## src/rtl/bin_to_bcd_encoder.sv

```systemverilog
// Sequential double-dabble binary-to-BCD converter: one bit per cycle, done pulses WIDTH cycles after start.
// No backpressure: start is only taken in IDLE and ignored while busy; results saturate to all-9s above MAXVAL.
module bin_to_bcd_encoder #(
  parameter int WIDTH  = 14,
  parameter int DIGITS = 4
) (
  input  logic                  clk,
  input  logic                  rst_n,
  input  logic                  start,
  input  logic [WIDTH-1:0]      bin_in,
  output logic [4*DIGITS-1:0]   bcd_out,
  output logic                  busy,
  output logic                  done,
  output logic                  overflow
);

  localparam int CW = $clog2(WIDTH) + 1;
  localparam int BW = 4 * DIGITS;

  function automatic logic [63:0] calc_maxval(input int digits);
    logic [63:0] p;
    p = 64'd1;
    for (int i = 0; i < digits; i++) begin
      p = p * 64'd10;
    end
    return p - 64'd1;
  endfunction

  localparam logic [63:0]   MAXVAL = calc_maxval(DIGITS);
  localparam logic [CW-1:0] LAST   = CW'(WIDTH - 1);
  localparam logic [BW-1:0] SAT    = {DIGITS{4'h9}};

  typedef enum logic {
    IDLE  = 1'b0,
    SHIFT = 1'b1
  } state_t;

  state_t            state_q, state_d;
  logic [WIDTH-1:0]  shift_q, shift_d;
  logic [BW-1:0]     scratch_q, scratch_d;
  logic [CW-1:0]     cnt_q, cnt_d;
  logic              ovf_pend_q, ovf_pend_d;
  logic [BW-1:0]     bcd_q, bcd_d;
  logic              ovf_q, ovf_d;
  logic              done_q, done_d;
  logic [BW-1:0]     adj;

  // Add-3 correction on every scratch digit before the shift.
  always_comb begin
    adj = scratch_q;
    for (int d = 0; d < DIGITS; d++) begin
      if (scratch_q[4*d +: 4] >= 4'd5) begin
        adj[4*d +: 4] = scratch_q[4*d +: 4] + 4'd3;
      end
    end
  end

  always_comb begin
    state_d    = state_q;
    shift_d    = shift_q;
    scratch_d  = scratch_q;
    cnt_d      = cnt_q;
    ovf_pend_d = ovf_pend_q;
    bcd_d      = bcd_q;
    ovf_d      = ovf_q;
    done_d     = 1'b0;
    case (state_q)
      IDLE: begin
        if (start) begin
          shift_d    = bin_in;
          scratch_d  = '0;
          cnt_d      = '0;
          ovf_pend_d = (64'(bin_in) > MAXVAL);
          state_d    = SHIFT;
        end
      end
      SHIFT: begin
        {scratch_d, shift_d} = {adj, shift_q} << 1;
        cnt_d = cnt_q + 1'b1;
        // Last iteration: publish the freshly shifted scratch (or saturation).
        if (cnt_q == LAST) begin
          state_d = IDLE;
          done_d  = 1'b1;
          bcd_d   = ovf_pend_q ? SAT : scratch_d;
          ovf_d   = ovf_pend_q;
        end
      end
      default: state_d = IDLE;
    endcase
  end

  always_ff @(posedge clk or negedge rst_n) begin
    if (!rst_n) begin
      state_q    <= IDLE;
      shift_q    <= '0;
      scratch_q  <= '0;
      cnt_q      <= '0;
      ovf_pend_q <= 1'b0;
      bcd_q      <= '0;
      ovf_q      <= 1'b0;
      done_q     <= 1'b0;
    end else begin
      state_q    <= state_d;
      shift_q    <= shift_d;
      scratch_q  <= scratch_d;
      cnt_q      <= cnt_d;
      ovf_pend_q <= ovf_pend_d;
      bcd_q      <= bcd_d;
      ovf_q      <= ovf_d;
      done_q     <= done_d;
    end
  end

  assign bcd_out  = bcd_q;
  assign overflow = ovf_q;
  assign done     = done_q;
  assign busy     = (state_q == SHIFT);

endmodule

```

## config.mk

```make
export PLATFORM = sky130hd
export DESIGN_NAME = bin_to_bcd_encoder
export DESIGN_NICKNAME = d
export VERILOG_FILES = /design/src/rtl/bin_to_bcd_encoder.sv
export SDC_FILE = /design/constraint.sdc
export NUM_CORES = 1
export LEC_CHECK = 0
export CORE_MARGIN = 8
export CORE_UTILIZATION = 50
export CTS_CLUSTER_DIAMETER = 40
export CTS_CLUSTER_SIZE = 14
export DETAILED_ROUTE_END_ITERATION = 10
export PLACE_DENSITY = 0.85
export SLEW_MARGIN = 20
export SYNTH_ARGS = -nofsm -noshare
export SYNTH_HDL_FRONTEND = slang
export SYNTH_SLANG_ARGS = --single-unit
```

## constraint.sdc

```tcl
create_clock -name clk -period 1.95 [get_ports clk]
set_input_delay 0.4875 -clock clk [delete_from_list [all_inputs] [get_ports clk]]
set_output_delay 0.4875 -clock clk [all_outputs]
set_load 0.02 [all_outputs]
```

==> reports/qor.yml <==
status: "completed"
setup_ws_ns: 0.152
hold_viol: 0
dr.first_iter.drc_count: 94
place_hpwl_mm: 3.79
numPortBuffers: 35
crit_path_top_delay_cell: "clkdlybuf4s50_1"
clockBufferDepth: 2
crit_start: "busy$_DFF_PN0_"
grt_use_met3_pct: 3.77
cts-root-buf: "clkbuf_8"
peakVddDrop_uv: 529
reg2reg_to: "bcd_out[2]$_DFFE_PN0P_"
ys_seq_area_share_pct: 51.2
syn-num-nets: 278
grt_pass1_wl_mm: 8.87
worst-slew-pin-transition_ns: 0.527
dr.pass1.iters: 4
grt_max_degree: 38
slew_headroom_pct: 64.9
syn-cell-area_um2: 2690
r2r_slack_ns: 0.34
power_density_nw_per_um2: 1600
cts_hold_buf: 0
fillers: 441
r2r_start: "cnt_q[1]$_DFFE_PN0P_"
post_cts_buffers: 0
ant_nets: 0
vias_per_cell: 5.38
finalCritPeriodShare_pct: 92.2
ys_types: 28
overflow: 0
post_cts_resized: 0
cp_cell_sequence: "clkdlybuf4s50_1"
gr-usage-met1_pct: 16.6
cp.arrival_ns: 1.31
busiest_layer: "met2"
drv_cap: 0
htreeDepth: 2
r2r_cells: 6
drv_slew: 0
postSynthAreaPerCell_um2: 10.7
antenna_cells: 0
cts_buffers: 5
fin_crit_ns: 1.80
ys_ff_latch: 55
fin_skew_ns: 0.00622
p_leak_nw: 1.51
antenna_found_initial: 0
start_util_pct: 52.3
setup_viol_count_final: 0
grt_pass1_vias: 1983
drive_gt1_share_pct: 7.69
ios: 36
cts.sinks: 55
hold_path.class: "in -> async"
gp_congestion: 0.777
insertion_delay_ns: 0.31
critical_path.top_delay_family: "buffers and inverters"
fmax_mhz: 556
cp_max_fo: 4
crit_required_ns: 1.46
routedWlPerCell_um: 14.7
coreArea_um2: 5140
die_y_um: 89.4
met2_usage_pct: 24.7
slowest_delay_ns: 0.61
grt_usage_pct: 14.2
finalSetupTns_ns: 0
drc_errors: 0
synth_cells: 251
critPathLaunchType: "register"
tritoncts: "yes"
crit_buf_inv: 1
num_vias: 1915
yosys_warnings: 0
totalWireLength_mm: 5.25
rows: 26
worstSetupPathType: "reg -> out"
critPathCapture: "busy"
place_ws_ns: 0.229
endpoint_kind: "output port"
grt_setup_unrepaired: "no"
hold_slack_ns: 0.148
area_growth_pct: 20.0
fp.dieW_um: 89.4
crit_cells: 1
nNetsFinal: 312
die_area_um2: 7980
clkSlewWorstSetupHoldPaths_ns: 0.10
worst min path at each step:
stage                      startpoint                     end  slack [ns]  cells after the start
4_1_cts                         rst_n    overflow$_DFFE_PN0P_        0.16                      1
2_1_floorplan                   rst_n  bcd_out[0]$_DFFE_PN0P_        0.19                      0
3_5_place_dp   bcd_out[0]$_DFFE_PN0P_  bcd_out[0]$_DFFE_PN0P_        0.47                      2
3_3_place_gp   shift_q[0]$_DFFE_PN0P_  shift_q[1]$_DFFE_PN0P_        0.46                      2
6_report                        rst_n    overflow$_DFFE_PN0P_        0.15                      1
5_1_grt                         rst_n    overflow$_DFFE_PN0P_        0.18                      1
placed cells by master (no fill, tap or decap), types with 4 or more instances in the layout:
master / Yosys / final
xnor2_1: 6 / 6
a22o_1: 9 / 9
ha_1: 10 / 10
clkdlybuf4s50_1: 0 / 34
nor2_1: 11 / 11
inv_1: 10 / 10
dfrtp_1: 55 / 54
clkbuf_8: 0 / 6
nor3_1: 4 / 4
buf_4: 0 / 4
nand2b_1: 16 / 16
mux2i_1: 26 / 26
a31oi_1: 4 / 4
nor3b_1: 11 / 11
a21o_1: 8 / 8
a21oi_1: 11 / 11
o21ai_0: 19 / 19
nand2_1: 20 / 20
flip-flops by register name, summed over array words and instances (netlist names):
register / flops
scratch_q: 16
busy: 1
cnt_q: 5
shift_q: 14
ovf_pend_q: 1
overflow: 1
done: 1
bcd_out: 16
cell families (layout without fill, tap and decap cells):
group	count (synthesis)	in the layout	synth area share (%)
buffers and inverters	25	60	4.74
AO/OA/AOI/OAI	59	59	13.9
adder cells (fa/ha/maj)	10	10	4.65
flip-flops	55	55	51.2
XOR/XNOR	7	7	2.28
AND/OR/NAND/NOR	69	69	13.6
multiplexers	26	26	9.67
cell usage after synthesis:
cell type  number  area (µm²)
a31oi_1         4        25.0
dfrtp_1        55        1380
nor3b_1        11        82.6
nor2_4          1        11.3
a21oi_2         3        26.3
nand2b_1       16         100
a22o_1          9        78.8
o21ai_0        19        95.1
nor3_1          4        20.0
a21oi_1        11        55.1
nand2_1        20        75.1
clkbuf_1        3        11.3
nand3_1         3        15.0
nor2_1         11        41.3
ha_1           10         125
a21o_1          8        60.1
o21ai_1         2        10.0
buf_6           3        33.8
clkinv_2        1        5.00
xor2_1          1        8.76
o31ai_1         3        22.5
inv_1          10        37.5
mux2i_1        26         260
nor4_1          1        6.26
xnor2_1         6        52.6
buf_2           8        40.0
nand4_1         1        6.26
or2_4           1        8.76
power by group:
group / switching, mW / internal [mW] / total [mW]
combinational: 1.21 / 1.15 / 2.35
sequential: 0.378 / 1.64 / 2.02
clock: 0.363 / 0.416 / 0.779
total: 1.95 / 3.20 / 5.15
layout make-up:
class,count,area (µm²),area share (%)
clock buffer,6,82.6,2.56
clock inverter,2,35.0,1.09
inverter,11,42.5,1.32
multi-input combinational,171,1190,36.8
sequential,55,1380,42.7
tap,70,87.6,2.71
timing repair buffer,41,415,12.9
routing by layer:
layer / wire length (µm) / vias up
met4: 54 / 0
li1: - / 940
met5: 0 / -
met3: 256 / 7
met1: 2410 / 926
met2: 2530 / 42
metrics by stage:
step                      instance area, µm²  utilization, %  instances  power, mW
after floorplan                         2690               -        251       3.64
after global placement                  3110            60.5        348       4.29
after detailed placement                3110            60.5        348       4.43
after CTS                               3230            62.8        356       5.21
after global routing                    3230            62.8        356       5.56
final                                   3230            62.8        356       5.15
(Power assumes the default switching activity.)
